## src/rtl/falco_dmem_router_pkg.sv

```systemverilog
// Shared types and defaults for the Falco data-memory router.
// FALCO_DMEM_ROUTER_PERF_EN (top file) enables per-target performance counters.
package falco_dmem_router_pkg;

    localparam int IDX_W   = 3;
    localparam int MAX_TGT = 8;

    // Nibble i holds the segment id of target i: tgt0=0x0, tgt1=0x1, tgt2=0x8, tgt3=0xF.
    localparam logic [31:0] DEFAULT_SEG_MAP = 32'h0000_F810;

    typedef logic [3:0] seg_id_t;

    typedef struct packed {
        logic             valid;
        logic [IDX_W-1:0] idx;
        logic             err;
    } dmem_tag_t;

    typedef enum logic {
        ST_IDLE,
        ST_WAIT
    } st_state_e;

endpackage

```

## src/rtl/falco_dmem_router_seg_decode.sv

```systemverilog
// Combinational address -> target decode: one-hot select, binary index, unmapped flag.
module falco_dmem_router_seg_decode
    import falco_dmem_router_pkg::*;
#(
    parameter int          XLEN_WIDTH = 32,
    parameter int          NUM_TGT    = 4,
    parameter int          SEG_MSB    = 31,
    parameter int          SEG_LSB    = 28,
    parameter logic [31:0] SEG_MAP    = DEFAULT_SEG_MAP,
    parameter int          DTCM_ALIAS = 1
) (
    input  logic [XLEN_WIDTH-1:0] addr,
    output logic [NUM_TGT-1:0]    sel,
    output logic [IDX_W-1:0]      idx,
    output logic                  unmapped
);

    seg_id_t seg_id;
    logic    unused_addr_bits;

    assign unused_addr_bits = ^addr;

    always_comb begin
        seg_id = addr[SEG_MSB:SEG_LSB];
        if ((DTCM_ALIAS != 0) && (addr[19:16] == 4'h1)) begin
            seg_id = 4'h1;
        end
        sel      = '0;
        idx      = '0;
        unmapped = 1'b1;
        // Scan downwards so the lowest matching target is the last one written.
        for (int i = NUM_TGT - 1; i >= 0; i--) begin
            if (SEG_MAP[4*i +: 4] == seg_id) begin
                sel      = '0;
                sel[i]   = 1'b1;
                idx      = IDX_W'(i);
                unmapped = 1'b0;
            end
        end
    end

endmodule

```

## src/rtl/falco_dmem_router.sv

```systemverilog
// LSU-to-slave data-memory router: load fan-out with tag pipeline, store FSM with timeout.
// Optional per-target counters when FALCO_DMEM_ROUTER_PERF_EN is defined.
module falco_dmem_router
    import falco_dmem_router_pkg::*;
#(
    parameter int          XLEN_WIDTH    = 32,
    parameter int          NUM_TGT       = 4,
    parameter int          SEG_MSB       = 31,
    parameter int          SEG_LSB       = 28,
    parameter logic [31:0] SEG_MAP       = DEFAULT_SEG_MAP,
    parameter int          DTCM_ALIAS    = 1,
    parameter int          LD_PIPE_DEPTH = 2,
    parameter int          ST_TIMEOUT    = 255
) (
    input  logic                          clk,
    input  logic                          rst,
    input  logic                          stall_i,
    input  logic                          core_ld_req,
    input  logic                          core_ld_kill,
    input  logic [XLEN_WIDTH-1:0]         core_ld_addr,
    output logic                          core_ld_hit,
    output logic                          core_ld_miss,
    output logic                          core_ld_done,
    output logic [XLEN_WIDTH-1:0]         core_ld_data,
    output logic                          core_ld_err,
    input  logic                          core_st_req,
    input  logic [XLEN_WIDTH-1:0]         core_st_addr,
    input  logic [XLEN_WIDTH/8-1:0]       core_st_mask,
    input  logic [XLEN_WIDTH-1:0]         core_st_data,
    output logic                          core_st_done,
    output logic                          core_st_err,
    output logic                          core_st_busy,
    output logic [NUM_TGT-1:0]            tgt_ld_req,
    output logic [NUM_TGT-1:0]            tgt_ld_kill,
    output logic [XLEN_WIDTH-1:0]         tgt_ld_addr,
    input  logic [NUM_TGT-1:0]            tgt_ld_hit,
    input  logic [NUM_TGT-1:0]            tgt_ld_miss,
    input  logic [NUM_TGT-1:0]            tgt_ld_done,
    input  logic [NUM_TGT*XLEN_WIDTH-1:0] tgt_ld_data,
    output logic [NUM_TGT-1:0]            tgt_st_req,
    output logic [XLEN_WIDTH-1:0]         tgt_st_addr,
    output logic [XLEN_WIDTH-1:0]         tgt_st_data,
    output logic [XLEN_WIDTH/8-1:0]       tgt_st_mask,
    input  logic [NUM_TGT-1:0]            tgt_st_done
`ifdef FALCO_DMEM_ROUTER_PERF_EN
    ,
    output logic [NUM_TGT*32-1:0]         perf_ld_cnt,
    output logic [NUM_TGT*32-1:0]         perf_st_cnt
`endif
);

    localparam int CNT_W = (ST_TIMEOUT > 0) ? $clog2(ST_TIMEOUT + 1) : 1;

    logic [NUM_TGT-1:0] ld_sel, st_sel;
    logic [IDX_W-1:0]   ld_idx, st_idx;
    logic               ld_unmapped, st_unmapped;

    falco_dmem_router_seg_decode #(
        .XLEN_WIDTH(XLEN_WIDTH), .NUM_TGT(NUM_TGT), .SEG_MSB(SEG_MSB),
        .SEG_LSB(SEG_LSB), .SEG_MAP(SEG_MAP), .DTCM_ALIAS(DTCM_ALIAS)
    ) u_ld_dec (
        .addr(core_ld_addr), .sel(ld_sel), .idx(ld_idx), .unmapped(ld_unmapped)
    );

    falco_dmem_router_seg_decode #(
        .XLEN_WIDTH(XLEN_WIDTH), .NUM_TGT(NUM_TGT), .SEG_MSB(SEG_MSB),
        .SEG_LSB(SEG_LSB), .SEG_MAP(SEG_MAP), .DTCM_ALIAS(DTCM_ALIAS)
    ) u_st_dec (
        .addr(core_st_addr), .sel(st_sel), .idx(st_idx), .unmapped(st_unmapped)
    );

    assign tgt_ld_req  = (rst && core_ld_req)  ? ld_sel : '0;
    assign tgt_ld_kill = (rst && core_ld_kill) ? ld_sel : '0;
    assign tgt_ld_addr = core_ld_addr;

    always_comb begin
        core_ld_hit  = ld_unmapped;
        core_ld_miss = 1'b0;
        for (int i = 0; i < NUM_TGT; i++) begin
            if (ld_sel[i]) begin
                core_ld_hit  = tgt_ld_hit[i];
                core_ld_miss = tgt_ld_miss[i];
            end
        end
    end

    dmem_tag_t tag_q [LD_PIPE_DEPTH];
    dmem_tag_t tag_d [LD_PIPE_DEPTH];
    dmem_tag_t wb_tag;

    always_comb begin
        for (int k = 0; k < LD_PIPE_DEPTH; k++) begin
            tag_d[k] = tag_q[k];
        end
        if (!stall_i) begin
            tag_d[0] = '{valid: core_ld_req & ~core_ld_kill, idx: ld_idx, err: ld_unmapped};
            for (int k = 1; k < LD_PIPE_DEPTH; k++) begin
                tag_d[k] = tag_q[k-1];
            end
        end
    end

    always_ff @(posedge clk or negedge rst) begin
        if (!rst) begin
            for (int k = 0; k < LD_PIPE_DEPTH; k++) begin
                tag_q[k] <= '0;
            end
        end else begin
            for (int k = 0; k < LD_PIPE_DEPTH; k++) begin
                tag_q[k] <= tag_d[k];
            end
        end
    end

    logic                  wb_tgt_done;
    logic [XLEN_WIDTH-1:0] wb_tgt_data;

    assign wb_tag = tag_q[LD_PIPE_DEPTH-1];

    always_comb begin
        wb_tgt_done = 1'b0;
        wb_tgt_data = '0;
        for (int i = 0; i < NUM_TGT; i++) begin
            if (wb_tag.idx == IDX_W'(i)) begin
                wb_tgt_done = tgt_ld_done[i];
                wb_tgt_data = tgt_ld_data[i*XLEN_WIDTH +: XLEN_WIDTH];
            end
        end
    end

    assign core_ld_done = wb_tag.valid & (wb_tag.err | wb_tgt_done);
    assign core_ld_err  = wb_tag.valid & wb_tag.err;
    assign core_ld_data = (wb_tag.valid && !wb_tag.err) ? wb_tgt_data : '0;

    st_state_e          state_q, state_d;
    logic [IDX_W-1:0]   idx_q, idx_d;
    logic [CNT_W-1:0]   cnt_q, cnt_d;
    logic [NUM_TGT-1:0] st_req_vec;
    logic               st_done, st_err, timeout_hit;

    assign timeout_hit = (ST_TIMEOUT != 0) && (cnt_q == CNT_W'(ST_TIMEOUT));

    always_comb begin
        state_d    = state_q;
        idx_d      = idx_q;
        cnt_d      = cnt_q;
        st_done    = 1'b0;
        st_err     = 1'b0;
        st_req_vec = '0;
        unique case (state_q)
            ST_IDLE: begin
                cnt_d = '0;
                if (core_st_req) begin
                    if (st_unmapped) begin
                        st_done = 1'b1;
                        st_err  = 1'b1;
                    end else begin
                        st_req_vec = st_sel;
                        if (|(st_sel & tgt_st_done)) begin
                            st_done = 1'b1;
                        end else begin
                            state_d = ST_WAIT;
                            idx_d   = st_idx;
                        end
                    end
                end
            end
            ST_WAIT: begin
                // Timeout wins over a same-cycle done: the request is already withdrawn.
                if (timeout_hit) begin
                    st_done = 1'b1;
                    st_err  = 1'b1;
                    state_d = ST_IDLE;
                    cnt_d   = '0;
                end else begin
                    for (int i = 0; i < NUM_TGT; i++) begin
                        st_req_vec[i] = (idx_q == IDX_W'(i));
                    end
                    if (|(st_req_vec & tgt_st_done)) begin
                        st_done = 1'b1;
                        state_d = ST_IDLE;
                        cnt_d   = '0;
                    end else if (cnt_q != {CNT_W{1'b1}}) begin
                        cnt_d = cnt_q + CNT_W'(1);
                    end
                end
            end
            default: state_d = ST_IDLE;
        endcase
    end

    always_ff @(posedge clk or negedge rst) begin
        if (!rst) begin
            state_q <= ST_IDLE;
            idx_q   <= '0;
            cnt_q   <= '0;
        end else begin
            state_q <= state_d;
            idx_q   <= idx_d;
            cnt_q   <= cnt_d;
        end
    end

    assign tgt_st_req   = rst ? st_req_vec : '0;
    assign core_st_done = rst & st_done;
    assign core_st_err  = rst & st_err;
    assign core_st_busy = core_st_req & ~core_st_done;
    assign tgt_st_addr  = core_st_addr;
    assign tgt_st_data  = core_st_data;
    assign tgt_st_mask  = core_st_mask;

`ifdef FALCO_DMEM_ROUTER_PERF_EN
    logic [IDX_W-1:0] perf_st_idx;
    assign perf_st_idx = (state_q == ST_IDLE) ? st_idx : idx_q;

    for (genvar gi = 0; gi < NUM_TGT; gi++) begin : g_perf
        logic [31:0] ld_cnt_q, ld_cnt_d, st_cnt_q, st_cnt_d;

        always_comb begin
            ld_cnt_d = ld_cnt_q + 32'(~stall_i & core_ld_req & ~core_ld_kill & ld_sel[gi]);
            st_cnt_d = st_cnt_q + 32'(core_st_done & ~core_st_err & (perf_st_idx == IDX_W'(gi)));
        end

        always_ff @(posedge clk or negedge rst) begin
            if (!rst) begin
                ld_cnt_q <= '0;
                st_cnt_q <= '0;
            end else begin
                ld_cnt_q <= ld_cnt_d;
                st_cnt_q <= st_cnt_d;
            end
        end

        assign perf_ld_cnt[gi*32 +: 32] = ld_cnt_q;
        assign perf_st_cnt[gi*32 +: 32] = st_cnt_q;
    end
`endif

endmodule

```

## config.mk

```make
export PLATFORM = sky130hd
export DESIGN_NAME = falco_dmem_router
export DESIGN_NICKNAME = d
export VERILOG_FILES = /design/src/rtl/falco_dmem_router_pkg.sv /design/src/rtl/falco_dmem_router_seg_decode.sv /design/src/rtl/falco_dmem_router.sv
export SDC_FILE = /design/constraint.sdc
export NUM_CORES = 1
export LEC_CHECK = 0
export ABC_AREA = 1
export CAP_MARGIN = 25
export CORE_AREA = 3 3 153 155
export CTS_CLUSTER_DIAMETER = 40
export CTS_CLUSTER_SIZE = 10
export DETAILED_ROUTE_END_ITERATION = 12
export DIE_AREA = 0 0 156 158
export PLACE_DENSITY = 0.51
export RECOVER_POWER = 50
export SYNTH_ARGS = -nofsm -noshare
export SYNTH_HDL_FRONTEND = slang
export SYNTH_SLANG_ARGS = --single-unit
export TNS_END_PERCENT = 1
```

## constraint.sdc

```tcl
create_clock -name clk -period 2.14 [get_ports clk]
set_input_delay 0.642 -clock clk [delete_from_list [all_inputs] [get_ports clk]]
set_output_delay 0.642 -clock clk [all_outputs]
set_load 0.05 [all_outputs]
```

==> results.json <==
{
  "seq_area_frac_synth": 0.156,
  "ys_types": 36,
  "synth_edf_count": 0,
  "startpoint_type": "input pin",
  "io_buffers": 232,
  "hpwl_mm": 13.6,
  "syn_to_final_growth_pct": 130,
  "nets": 959,
  "p_leak_nw": 2.98,
  "reg2regPathDepth": 8,
  "min_from": "tag_q[5]",
  "comb_power_share": 0.691,
  "async_reset_ff_frac": 1.00,
  "setup_violations": 54,
  "status": "finished, violations left",
  "core_area_sq_mm": 0.0220,
  "grt_first_pass_wirelength_mm": 24.4,
  "gp_congestion": 0.797,
  "grt_pass1_vias": 4241,
  "grt_overflow_total": 0,
  "h-tree-depth": 1,
  "synthTopCellsByArea": "buf_4 (26%), dfrtp_1 (16%), nand2_1 (10%), o21ai_0 (5.7%), inv_1 (5.5%)",
  "setup-tns-final_ps": -10810,
  "rsz0062_at_grt": "yes",
  "syn_area_per_cell_sq_um": 6.30,
  "final_layout_size_suffix_gt1_frac": 0.414,
  "path_clk_slew_ps": 50,
  "wirelength_mm": 16.6,
  "whs_ps": 484,
  "synth_top_cell_area_share": 0.258,
  "hold_path_depth": 2,
  "fp.dieW_um": 156,
  "drt_iter0_markers": 131,
  "antenna_found_initial": 0,
  "critical_path_arrival_ps": 1870,
  "cts_root_buffer": "clkbuf_16",
  "cts_tree": "done",
  "critPathTopFamily": "buffers and inverters",
  "synthCells": 485,
  "avgViaCountPerCell": 4.06,
  "groute.usage.overall": 0.127,
  "numCtsBuffers": 3,
  "cp.buffers_inverters": 3,
  "power_frac_seq": 0.163,
  "std_cell_rows": 54,
  "final_cell_area_sq_mm": 0.00702,
  "cap_violations": 0,
  "hold_path.class": "reg -> reg",
  "start_util": 0.139,
  "clock_skew_ps": 1.37,
  "p_int_mw": 1.57,
  "clkPwrFrac": 0.145,
  "dp_slack_ps": -808,
  "worstMarginPinSlew_ps": 710,
  "swShare": 0.401,
  "min_period_ps": 2510,
  "ant_nets": 0,
  "hold_violations": 0,
  "cp_max_fo": 2,
  "path_class": "in -> out",
  "cts_num_sinks": 19,
  "irDropWorstVdd_v": 0.000207,
  "fmax_ghz": 0.398,
  "cpPeakStageDelay_ps": 260,
  "clock_latency_ps": 250,
  "maxSlewViolCount": 0,
  "grt_max_degree": 19,
  "max_slew_margin": 0.527,
  "whs_endpoint": "tag_q[0]",
  "synth_warnings": 0,
  "fin_ws_ps": -374,
  "vias": 4006,
  "fp.dieH_um": 158,
  "ios": 401,
  "synth_top_area_cell": "buf_4",
  "drt_pass1_iterations": 4,
  "synthFlopType": "dfrtp_1",
  "violations": "setup timing",
  "power.switching_mw": 1.05,
  "crit_path_top_delay_cell": "dlygate4sd2_1",
  "synth_fp_nets": 736,
  "clock_path_buffers": 2,
  "dpl_cell_area_sq_mm": 0.00627,
  "wl_per_cell_um": 16.8,
  "diodes": 0,
  "cpMostUsedCell": "nand2_1",
  "worstPathRequired_ps": 1500,
  "fin_util": 0.320,
  "reg2reg_slack_ps": 530,
  "path_cells": "dlygate4sd2_1, buf_4, nand4_1, nand2_1, nor2_2, nand2_1, nand2_1, nand2_2, a21oi_4, buf_6",
  "remaining_drc_errors": 0,
  "ys_ff_latch": 19,
  "fin_crit_sh": 1.17,
  "die_area_sq_mm": 0.0246,
  "cp-end-kind": "primary output",
  "syn_area_sq_mm": 0.00306,
  "p_per_area_mw_per_mm2": 374,
  "r2r-start": "idx_q[0]",
  "rr_endpoint": "cnt_q[5]"
}
-- worst max path at each step --
stage,startpoint,to,slack (ps),depth (start not counted)
final,tgt_st_done[0],core_st_busy,-370,10
after global placement,core_ld_addr[19],core_ld_miss,-780,10
after global routing,tgt_st_done[0],core_st_busy,-470,10
after CTS,cnt_q[0],core_st_err,-350,9
after detailed placement,core_st_addr[16],core_st_done,-810,14
after floorplan,core_ld_addr[16],core_ld_hit,-280,7
-- final cells by class --
class,count,area (sq um)
flip-flops and latches,19,478
fillers,2302,14900
clock buffers,4,78.8
inverters,49,186
multi-input cells,301,2060
well taps,280,350
repair buffers,334,3860
-- state kept, by name, indices dropped and copies added (netlist names) --
register / flops
cnt_q: 8
tag_q: 8
idx_q: 2
state_q: 1
-- power by group through the flow --
stage          logic (mW)  clock network, mW  registers (mW)
6_report             1.81              0.381           0.428
4_1_cts              1.79              0.387           0.427
5_1_grt              1.93              0.400           0.434
2_1_floorplan        1.12                  0           0.418
3_5_place_dp         1.62                  0           0.427
3_3_place_gp         1.62                  0           0.428
-- logic make-up after synthesis --
group,count (synthesis),synth area share
compound gates,102,0.202
xor+xnor,3,0.00860
fa+ha+maj,1,0.00409
buf+inv,165,0.333
flops,19,0.156
simple gates,195,0.296
-- synth_stat cells, types with 2 or more instances --
| library cell | count |
|---|---|
| buf_4 | 105 |
| nand2_1 | 81 |
| inv_1 | 45 |
| nor2_1 | 45 |
| o21ai_0 | 35 |
| nand3_1 | 33 |
| a21oi_1 | 22 |
| dfrtp_1 | 19 |
| o211ai_1 | 18 |
| o221ai_1 | 11 |
| nor2_2 | 7 |
| clkbuf_1 | 6 |
| nand4_1 | 6 |
| o21ai_1 | 6 |
| or2_2 | 5 |
| buf_2 | 4 |
| inv_2 | 4 |
| nand2_2 | 4 |
| o22ai_1 | 4 |
| nand3_2 | 3 |
| nand3b_1 | 3 |
| a221oi_1 | 2 |
| nor3_1 | 2 |
| nor3b_1 | 2 |
| xor2_1 | 2 |
-- layer usage --
layer	track usage	up-vias	part of all wire	wire [um]
li1	-	1956	-	-
met1	0.141	1769	0.37	6220
met2	0.217	261	0.48	7910
met3	0.0634	20	0.13	2130
met4	0.0303	0	0.021	353
met5	0	-	0	0
-- timing repair --
item / in CTS / in global routing
resized for setup: 178 / 38
setup endpoints to repair: 50 / 54
cloned: 0 / 0
hold buffers: 0 / 0
endpoints found under the hold margin: 0 / 0
buffers inserted: 28 / 1
pin swaps: 46 / 19
-- per-stage QoR --
stage                     total power, mW  cells
after floorplan                      1.54    485
after global routing                 2.76    987
after detailed placement             2.05    954
after CTS                            2.60    986
final                                2.62    987
after global placement               2.05    954
-- cells in the final DEF (no fill, tap or decap), types with 5 or more instances in the layout --
cell type,netlist,final
buf_6,0,22
or2_2,5,5
dlygate4sd2_1,0,9
dfrtp_1,19,17
nand3_2,3,8
buf_12,0,72
o221ai_1,11,9
nand2_1,81,68
nand2_2,4,11
nand2_4,1,7
nor2_4,1,19
nor2_2,7,9
clkdlybuf4s50_1,0,140
o211ai_1,18,18
inv_1,45,40
inv_2,4,8
nand3_1,33,24
o21ai_0,35,25
o21ai_1,6,13
a21oi_4,0,7
nor2_1,45,25
a21oi_2,0,13
nand4_1,6,6
buf_4,105,78
-- worst reg2reg max path, delay by kind of cell (launching register included) --
family / cells / cell delay (ps)
and+or+nand+nor: 5 / 610
DFF: 1 / 500
buffers and inverters: 3 / 420
No activity file was read; power rests on OpenSTA's default activity.
